**config.mk**
```make
export PLATFORM = sky130hd
export DESIGN_NAME = gray_seq_gen
export DESIGN_NICKNAME = d
export VERILOG_FILES = /design/src/rtl/gray_seq_gen.sv
export SDC_FILE = /design/constraint.sdc
export NUM_CORES = 1
export LEC_CHECK = 0
export ABC_AREA = 0
export BUFFER_PORTS_ARGS = -buffer_cell sky130_fd_sc_hd__buf_2
export CORE_MARGIN = 2
export CORE_UTILIZATION = 54
export CTS_BUF_LIST = sky130_fd_sc_hd__clkbuf_4
export DETAILED_ROUTE_END_ITERATION = 10
export PLACE_DENSITY = 0.83
export SLEW_MARGIN = 20
export SYNTH_ARGS = -nofsm -noshare
export SYNTH_HDL_FRONTEND = slang
export SYNTH_SLANG_ARGS = --single-unit
```
**constraint.sdc**
```tcl
create_clock -name clk -period 2.4 [get_ports clk]
set_clock_uncertainty 0.1 [all_clocks]
set_input_delay 0.12 -clock clk [delete_from_list [all_inputs] [get_ports clk]]
set_output_delay 0.12 -clock clk [all_outputs]
set_load 0.005 [all_outputs]
```
**src/rtl/gray_seq_gen.sv**
```systemverilog
// Gray-code sequence generator: a binary count is stepped per handshake and
// presented as a registered Gray word, with optional single-wrap runs.
//   state   | meaning
//   IDLE    | waiting for start; load presets the count
//   RUN     | presenting gray_out, stepping on each accepted transfer
//   DONE    | one-shot run finished its wrap; returns to IDLE
module gray_seq_gen #(
  parameter int WIDTH = 4
) (
  input  logic             clk,
  input  logic             rst,
  input  logic             start,
  input  logic             stop,
  input  logic             up_dn,
  input  logic             one_shot,
  input  logic             load,
  input  logic [WIDTH-1:0] load_gray,
  output logic [WIDTH-1:0] gray_out,
  output logic             out_valid,
  input  logic             out_ready,
  output logic             wrap,
  output logic             busy
);

  localparam logic [1:0] ST_IDLE = 2'd0;
  localparam logic [1:0] ST_RUN  = 2'd1;
  localparam logic [1:0] ST_DONE = 2'd2;

  logic [1:0]       state_q, state_d;
  logic [WIDTH-1:0] bcnt_q, bcnt_d;
  logic [WIDTH-1:0] gray_q, gray_d;
  logic             wrap_q, wrap_d;
  logic             os_q, os_d;
  logic             xfer;
  logic             at_edge;

  function automatic logic [WIDTH-1:0] gray2bin(input logic [WIDTH-1:0] g);
    logic [WIDTH-1:0] b;
    b[WIDTH-1] = g[WIDTH-1];
    for (int i = WIDTH - 2; i >= 0; i--) begin
      b[i] = b[i+1] ^ g[i];
    end
    return b;
  endfunction

  always_comb begin
    state_d = state_q;
    bcnt_d  = bcnt_q;
    os_d    = os_q;
    wrap_d  = 1'b0;
    xfer    = (state_q == ST_RUN) && out_ready;
    at_edge = up_dn ? (bcnt_q == '1) : (bcnt_q == '0);

    case (state_q)
      ST_IDLE: begin
        if (load) begin
          bcnt_d = gray2bin(load_gray);
        end
        if (start) begin
          state_d = ST_RUN;
          os_d    = one_shot;
        end
      end
      ST_RUN: begin
        if (xfer) begin
          bcnt_d = up_dn ? bcnt_q + 1'b1 : bcnt_q - 1'b1;
          wrap_d = at_edge;
        end
        // stop wins over a one-shot wrap; the transfer still lands either way
        if (stop) begin
          state_d = ST_IDLE;
          os_d    = 1'b0;
        end else if (xfer && at_edge && os_q) begin
          state_d = ST_DONE;
        end
      end
      ST_DONE: begin
        state_d = ST_IDLE;
        os_d    = 1'b0;
      end
      default: begin
        state_d = ST_IDLE;
        os_d    = 1'b0;
      end
    endcase

    gray_d = bcnt_d ^ (bcnt_d >> 1);
  end

  always_ff @(posedge clk) begin
    if (rst) begin
      state_q <= ST_IDLE;
      bcnt_q  <= '0;
      gray_q  <= '0;
      wrap_q  <= 1'b0;
      os_q    <= 1'b0;
    end else begin
      state_q <= state_d;
      bcnt_q  <= bcnt_d;
      gray_q  <= gray_d;
      wrap_q  <= wrap_d;
      os_q    <= os_d;
    end
  end

  assign gray_out  = gray_q;
  assign out_valid = (state_q == ST_RUN);
  assign busy      = (state_q != ST_IDLE);
  assign wrap      = wrap_q;

endmodule

```
==> results.md, run 1 <==
- Slew margin rel.: between 60% and 70%
- EDFF count, synth: 0
- Critical path capture point type: register
- Top cells by instance count after synthesis: 11 x dfxtp_1, 9 x nor2_1, 8 x nand2_1, 6 x inv_1, 4 x nor3_1
- Worst Hold Depth: 3
- Clk buf depth: 2
- Syn_nets: between 100 and 150
- WL per Instance: between 10 and 15 µm
- Iter 0 DRT Violations: 7
- Hold path start: stop
- Core Area: roughly 1500 µm²
- Power Density: ~570 nW/µm²
- Asr flop ratio synth: 0%
- Hold-critical path endpoint: state_q[1]
- Post-CTS Setup Repair Bufs: 0
- Final HPWL DP: approximately 1.3 mm
- Slew Limit Fails: 0
- Worst hold slack: a little over 0.05 ns
- Number of diodes: 0
- Synth cell types: a little over 40
- RSZ-0062 raised after global routing: no
- Synth top area cells: dfxtp_1 27%, nor2_1 4.1%, a311oi_2 3.7%, nand2_1 3.7%, ha_1 3.0%
- Initial Util: 55.8%
- CTS tree: done
- Die width: 43.0 µm
- Nets: between 100 and 150
- Tcrit/Tclk final: a little under 90%
- Total GRT Usage: between 20% and 30%
- First-pass GRT wire length: roughly 2.8 mm
- CP Data Required Time: 2.49 ns
- Area leader, netlist: dfxtp_1
- Synthesis-to-finish area growth: 12.0%
- Total power: between 500 and 600 µW
- Boundary Pins: 19
- Vias per cell: around 5.9
- Hold-fix buffers, CTS: 0
- Antenna Nets Post-Route: 0
- Internal power: 361 µW
- CTS H-tree lvls: 1
- DRC viols: 0
- Max FO, Critical Path: 6
- Clk slew on worst S/H paths: roughly 0.070 ns
- Reg-to-Reg Start: bcnt_q[1]
- Clock Power Share: between 20% and 30%
- Worst-Margin Slew: between 0.4 and 0.5 ns
- Fin Setup TNS: 0 ns
- Worst r2r dst: gray_out[2]
- R2r setup slk: roughly 0.29 ns
- Slowest cell on crit path: or4_1
- Dpl cells: between 100 and 150
- Family with the most delay on the worst path: simple AND/OR/NAND/NOR gates
- Cell Area, Synth: between 800 and 900 µm²
- CP Cell Sequence: ha_1 -> a21o_1 -> a21oi_1 -> mux2_2 -> or4_1 -> o2111ai_1
- GRT Residual Overflow: 0
- #FFs+latches synth: 11
- Fraction of power spent switching nets: about a third
- Mean Syn Cell Area: roughly 9 µm²
- Number of port buffers: 18
- CTS resizes: 0
- DR vias: ~740
- Sequential share of the synthesized area: between 20% and 30%
- Finished Cell Area: ~920 µm²
- Worst Slack Setup Final: 0.287 ns
- Maximum VDD drop: ~0.48 mV
- Startpoint types: register
- Post-DP Area: a little under 900 µm²
- Fmax: ~470 MHz
- Leakage: roughly 0.42 nW
- Most used DFF post-synth: dfxtp_1
- Most common cell in the netlist: dfxtp_1
- Worst Path Arrival: between 2 and 2.5 ns
- CTS buffer count: 3
- Largest net degree at the start of global routing: 15
- Clock Latency Late Sink: about 0.27 ns
- FP Rows: 14
- Detailed Routing Iterations Pass 1: 4
- Synth top area share: a little over a quarter
- # Max-Cap Violations: 0
- Initial antenna violation count: 0
- Power share of the combinational group: between 30% and 40%
- Yosys warning count: 0
- GP Congestion: between 0.7 and 0.8
- Crit-path max cell delay: around 0.47 ns
- Critical path origin: bcnt_q[1]
- Mapped Cells: around 90
- Final Hold Viols: 0
- R2R cell count: 6
- Psw: around 160 µW
- Clk root buf: clkbuf_4
- Crit path depth: 6
- Final setup violation count: 0
- DP Worst Slack: between 0.2 and 0.3 ns
- Final Non-Filler Cells: about 130
- Flop pwr share: roughly 42%
- Die H: approximately 43 µm
- Drt total wl: about 1.7 mm
- Vias in the first global route: a little under 700
- Area of the die: 1850 µm²
- Worst setup path category: register to register
- Final Core Density: between 60% and 70%
- Worst path bufs/invs: 0
- Clock Sinks: 11
- Final min period: 2.11 ns
- Worst Hold Class: primary input to register
- Outcome: complete, no violations
- Share of layout cells above drive strength 1: approximately 28%
[power by group through the flow]
stage	combinational [mW]	sequential, mW	clock (mW)
after detailed placement	0.165	0.226	0
after floorplan	0.125	0.221	0
after global placement	0.162	0.226	0
final	0.165	0.222	0.138
after global routing	0.184	0.225	0.154
after CTS	0.166	0.222	0.144
[registers in the layout, indices dropped and copies added, names as in the netlist]
name	cells
bcnt_q	4
wrap	1
os_q	1
gray_out	3
state_q	2
[layer usage]
| layer | part of all wire (%) | global-route usage (%) | up-vias |
|---|---|---|---|
| met5 | 0 | 0 | - |
| met4 | 0.83 | 6.06 | 0 |
| met3 | 5.4 | 8.09 | 2 |
| met2 | 54 | 36.7 | 22 |
| met1 | 40 | 22.1 | 344 |
| li1 | - | - | 368 |
[cell usage in the layout (no fill, tap or decap), types with 2 or more instances in the layout]
cell / instances
a21oi_1: 2
a311oi_2: 2
and2_1: 2
buf_2: 18
clkbuf_4: 4
dfxtp_1: 11
ha_1: 2
inv_1: 6
mux2i_1: 2
nand2_1: 8
nand2b_1: 3
nand3_1: 2
nand4_1: 2
nor2_1: 9
nor2b_1: 3
nor3_1: 4
o2111ai_1: 2
o311a_1: 2
or4_1: 2
xnor2_1: 2
xor2_1: 2
[cells by family after synthesis]
kind of cell | after synthesis | synth area share, %
AO/OA/AOI/OAI | 19 | 20.9
XOR/XNOR | 5 | 7.01
adder cells (fa/ha/maj) | 3 | 5.49
buffers and inverters | 11 | 7.77
flip-flops | 11 | 26.8
multiplexers | 4 | 5.64
AND/OR/NAND/NOR | 39 | 26.4
[worst max path at each step]
stage,to,slack [ns]
6_report,gray_out[2],0.29
5_1_grt,gray_out[2],0.17
4_1_cts,gray_out[2],0.28
3_5_place_dp,gray_out[2],0.28
3_3_place_gp,gray_out[2],0.32
2_1_floorplan,gray_out[2],0.40
[final cells by class]
| cell class | instances | area [µm²] |
|---|---|---|
| timing repair buffer | 18 | 90.1 |
| inverter | 6 | 22.5 |
| tap | 16 | 20.0 |
| clock buffer | 4 | 30.0 |
| sequential | 11 | 220 |
| fill | 147 | 552 |
| multi-input combinational | 70 | 537 |
[worst reg2reg max path: cells and delay by family, from the launching register on]
family                     cells  cell delay [ns]
muxes                          1             0.37
AOI/OAI and AO/OA              3             0.43
DFF                            1             0.41
and+or+nand+nor                1             0.47
adders and majority gates      1             0.26
(Power assumes the default switching activity.)
==> inputs of run 2 (changes only) <==
Settings changed: ABC_AREA 0 to 1, TNS_END_PERCENT set to 5.
==> run 2 against run 1 <==
Non-clock buffer count is the same. Cell count is 22% higher. Register-to-register slack better by 0.19 ns. Core utilization is 5.2 points higher. First-iteration DRC count rose to 4.7 times the previous value. Sequential cell count unchanged. Combinational power is essentially flat. Hold slack worse by 0.039 ns. Critical path depth rose by 4. Synthesized cell count is 30% higher. Critical endpoint is now gray_out[0]. Largest cell class unchanged.
==> results.md, run 2 <==
- Top cells by instance count after synthesis: 30 x nand2_1, 15 x nor2_1, 11 x dfxtp_1
- Worst setup path category: register to register
- Area of the die: roughly 1800 µm²
- Power Density: ~580 nW/µm²
- Synth top area cells: dfxtp_1 27%, nand2_1 14%, nor2_1 7.0%, a21oi_1 5.6%, nand3_1 5.6%
- Cell Area, Synth: between 800 and 900 µm²
- Detailed Routing Iterations Pass 1: 4
- Iter 0 DRT Violations: 33
- Drt total wl: between 1.5 and 2 mm
- Post-synthesis compound-gate area fraction: 10.6%
- Boundary Pins: 19
- Worst Path Arrival: 2.00 ns
- Largest register FFs: 4
- Hold-fix buffers, CTS: 0
- Max FO, Critical Path: 6
- Worst-Margin Slew: ~0.48 ns
- Synthesis-to-finish area growth: 14.0%
- Slew margin rel.: 67.6%
- DRC viols: 0
- Post-synthesis simple-gate area fraction: between 40% and 50%
- Clock Latency Late Sink: 0.28 ns
- Core Area: ~1400 µm²
- Final min period: between 1.5 and 2 ns
- CTS buffer count: 3
- Syn_nets: 135
- Most common cell after layout, fill and taps aside: nand2_1
- Sequential share of the synthesized area: ~27%
- Die width: roughly 43 µm
- Antenna Nets Post-Route: 0
- Clock Sinks: 11
- First-pass GRT wire length: a little over 3 mm
- Worst Hold Class: primary input to register
- Critical path capture point type: register
- Nets: about 150
- Largest reg by FF count: bcnt_q
- Post-CTS Setup Repair Bufs: 0
- Number of diodes: 0
- Maximum VDD drop: around 0.45 mV
- # Max-Cap Violations: 0
- Worst hold slack: around 0.011 ns
- Final Hold Viols: 0
- Number of port buffers: 18
- RSZ-0062 raised after global routing: no
- Mean Syn Cell Area: 6.68 µm²
- Clk root buf: clkbuf_4
- Synth top area share: between 20% and 30%
- Fin Setup TNS: 0 ns
- CTS resizes: 0
- #FFs+latches synth: 11
- Main combinational cell family by area after synthesis: simple AND/OR/NAND/NOR gates
- Largest net degree at the start of global routing: 10
- Dpl cells: 149
- Leakage: 0.482 nW
- Commonest non-fill, non-tap cells in the layout: 30 x nand2_1, 18 x buf_2, 15 x nor2_1, 11 x dfxtp_1
- Die H: between 40 and 50 µm
- GRT Residual Overflow: 0
- Startpoint types: register
- CTS H-tree lvls: 1
- DP Worst Slack: between 0.5 and 0.6 ns
- Vias per cell: 5.43
- Mapped Cells: 120
- WL per Instance: between 10 and 15 µm
- Final Non-Filler Cells: roughly 150
- Initial antenna violation count: 0
- Synth cell types: 28
- Outcome: complete, no violations
- Slew Limit Fails: 0
- Worst Slack Setup Final: approximately 0.48 ns
- Yosys warning count: 0
- Final setup violation count: 0
- CTS tree: done
- Clk slew on worst S/H paths: 0.07 ns
- GP Congestion: ~0.87
- Area leader, netlist: dfxtp_1
- Fill cells: ~130
- Initial Util: just under 60%
- Tcrit/Tclk final: 80.0%
- FP Rows: 13
- Vias in the first global route: ~750
- DR vias: 831
- Share of layout cells above drive strength 1: around 29%
- Final HPWL DP: ~1.5 mm
- Total GRT Usage: a little under a quarter
- Most used DFF post-synth: dfxtp_1
- EDFF count, synth: 0
- CP Data Required Time: 2.48 ns
- Final Core Density: between 60% and 70%
- Mux contribution to synthesized area: 0%
- Area share of xor/xnor cells in the synthesized design: 2.18%
- Asr flop ratio synth: 0%
- Fmax: 521 MHz
- R2r setup slk: about 0.48 ns
- Adder-cell share of the synthesized area: roughly 5.6%
- Clk buf depth: 2
- Most common cell in the netlist: nand2_1
## run 2: area by class of cell
| type | count | area (µm²) | share of cell area, % |
|---|---|---|---|
| sequential | 11 | 220 | 24.1 |
| clock buffer | 4 | 30.0 | 3.28 |
| timing repair buffer | 18 | 90.1 | 9.85 |
| inverter | 16 | 65.1 | 7.11 |
| tap | 15 | 18.8 | 2.05 |
| multi-input combinational | 89 | 490 | 53.6 |
## run 2: worst paths after layout
| path | from | end | cells past startpoint |
|---|---|---|---|
| min reg2reg | os_q | os_q | 2 |
| min | one_shot | os_q | 3 |
| max | bcnt_q[0] | gray_out[0] | 10 |
| max reg2reg | bcnt_q[0] | gray_out[0] | 10 |
## run 2: power by group
part / internal [mW] / switching, mW
registers: 0.202 / 0.0145
logic: 0.0668 / 0.101
clock network: 0.0760 / 0.0670
## run 2: routing by layer
metal | vias to the layer above | track usage (%) | part of all wire (%)
met5 | - | 0 | 0
met4 | 0 | 18.1 | 4.2
met3 | 7 | 4.74 | 5.9
met2 | 30 | 38.2 | 48
met1 | 371 | 26.5 | 42
li1 | 423 | - | -
## run 2: worst max-delay path: stages (launching register included)
cell,delay [ns]
dfxtp_1,0.46
inv_2,0.11
fa_1,0.51
inv_1,0.05
nand2_1,0.06
nand2_1,0.04
o21bai_2,0.18
nand2_2,0.10
nand4_1,0.10
nand2_1,0.07
nor2_1,0.04
## run 2: kinds of logic after synthesis
logic type | Yosys count
buffers and inverters | 20
adders and majority gates | 3
DFF | 11
xor gates and xnor gates | 2
and+or+nand+nor | 70
AOI/OAI and AO/OA | 14
## run 2: through the flow
step | area (µm²) | power, mW
after floorplan | 802 | 0.341
after detailed placement | 885 | 0.388
after global placement | 885 | 0.380
final | 915 | 0.527
after global routing | 915 | 0.560
after CTS | 915 | 0.530
==> inputs of run 3 (changes only) <==
Clock period 2.4 ns to 1.8 ns, I/O delays scaled along.
==> run 3 against run 2 <==
Register-to-register slack lost 0.45 ns. Non-clock buffer count up 5. Critical path depth stayed put.
==> results.md, run 3 (synthesized netlist as in run 2, its figures left out) <==
- Tcrit/Tclk final: a little over nine tenths
- Initial antenna violation count: 0
- # Max-Cap Violations: 0
- Core Area: 1350 µm²
- Leakage: 0.506 nW
- Slowest cell on crit path: fa_1
- Number of port buffers: 18
- Drt total wl: 1.95 mm
- Vias per cell: between 5 and 6
- Startpoint types: register
- Most common cell after layout, fill and taps aside: nand2_1
- CTS buffer count: 3
- DR vias: ~840
- Multi-input gate area: roughly 490 µm²
- Boundary Pins: 19
- Worst Slack Setup Final: roughly 0.032 ns
- Final Hold Viols: 0
- GP Congestion: roughly 0.87
- Max FO, Critical Path: 5
- Crit-path max cell delay: 0.51 ns
- FP Rows: 13
- Total power: 727 µW
- Fmax: approximately 570 MHz
- Antenna Nets Post-Route: 0
- Vias in the first global route: ~830
- Final setup violation count: 0
- Area of the die: roughly 1800 µm²
- Worst Hold Class: primary input to register
- CP dominant cell by count: nand2_1
- Largest register FFs: 4
- Nets: roughly 160
- Clk buf depth: 2
- Outcome: complete, no violations
- Fill cells: about 120
- Final HPWL DP: ~1.5 mm
- Clock Sinks: 11
- GRT Residual Overflow: 0
- Die H: between 40 and 50 µm
- CTS tree: done
- DRC viols: 0
- Grt met3 use: 3.02%
- Share of layout cells above drive strength 1: about a third
- Maximum VDD drop: about 0.5 mV
- DP Worst Slack: roughly 0.045 ns
- First-pass GRT wire length: 3.42 mm
- Critical path capture point type: register
- Most used routing layer: met2
- Detailed Routing Iterations Pass 1: 4
- Worst setup path category: register to register
- Total GRT Usage: between 20% and 30%
- GR Layer Usage met1: 28.6%
- Final min period: between 1.5 and 2 ns
- Number of diodes: 0
- CP Cell Sequence: inv_2 -> fa_1 -> inv_1 -> nand2_1 -> nand2_1 -> o21bai_2 -> nand2_2 -> nand4_1 -> nand2_1 -> nor2_1
- Worst path bufs/invs: 2
- RSZ-0062 raised after global routing: yes
- Worst-Margin Slew: around 0.39 ns
- Family with the most delay on the worst path: adder cells
- Initial Util: around three fifths
- CP Data Required Time: 1.88 ns
- CTS H-tree lvls: 1
- Clk root buf: clkbuf_4
- Power Density: approximately 760 nW/µm²
- Iter 0 DRT Violations: 19
- Largest reg by FF count: bcnt_q
- Met2 global-route usage: between 40 and 50%
- Clock Latency Late Sink: between 0.2 and 0.3 ns
- FF+latch area: roughly 220 µm²
- Commonest non-fill, non-tap cells in the layout: 30 x nand2_1, 18 x buf_2, 15 x nor2_1
- Synthesis-to-finish area growth: 19.3%
- Slew Limit Fails: 0
- Clk slew on worst S/H paths: approximately 0.080 ns
- Final Core Density: a little under three quarters
- Slew margin rel.: about three quarters
- WL per Instance: 12.3 µm
- Die width: between 40 and 50 µm
- Post-CTS Setup Repair Bufs: 0
- Worst Path Arrival: 1.85 ns
- Largest net degree at the start of global routing: 10
run 3: what timing repair did:
item / CTS / global route
hold buffers: 1 / 0
setup endpoints to repair: 0 / 4
endpoints found under the hold margin: 1 / 0
gates resized for setup: 0 / 2
run 3: layout make-up:
cell class                 instances  area share (%)
sequential                        11            23.3
inverter                          16            6.80
clock buffer                       4            3.14
timing repair buffer              23            13.6
multi-input combinational         89            51.2
tap                               15            1.96
run 3: final timing paths:
| kind | startpoint | end | slack (ns) | depth (start not counted) |
|---|---|---|---|---|
| hold / removal | rst | wrap | 0.02 | 2 |
| setup / recovery | bcnt_q[0] | gray_out[0] | 0.03 | 10 |
| setup reg to reg | bcnt_q[0] | gray_out[0] | 0.03 | 10 |
| hold reg to reg | os_q | os_q | 0.43 | 2 |
run 3: layer usage:
metal	vias up	wire, µm
li1	432	-
met1	373	827
met2	27	987
met3	7	87
met4	0	46
met5	-	0
run 3: stage by stage:
stage               instance area [µm²]  hold slack, ns  std cells  setup TNS, ns
global placement                    915           0.273        153              0
floorplan                           802           0.177        120              0
CTS                                 955         0.00787        158              0
detailed placement                  915           0.276        153              0
global route                        957          0.0206        158        -0.0577
finish                              957          0.0179        158              0
run 3: report_power, final:
| group | internal [mW] | leakage (nW) | switching, mW |
|---|---|---|---|
| sequential | 0.270 | 0.0916 | 0.0156 |
| combinational | 0.0999 | 0.396 | 0.146 |
| clock | 0.101 | 0.0184 | 0.0942 |
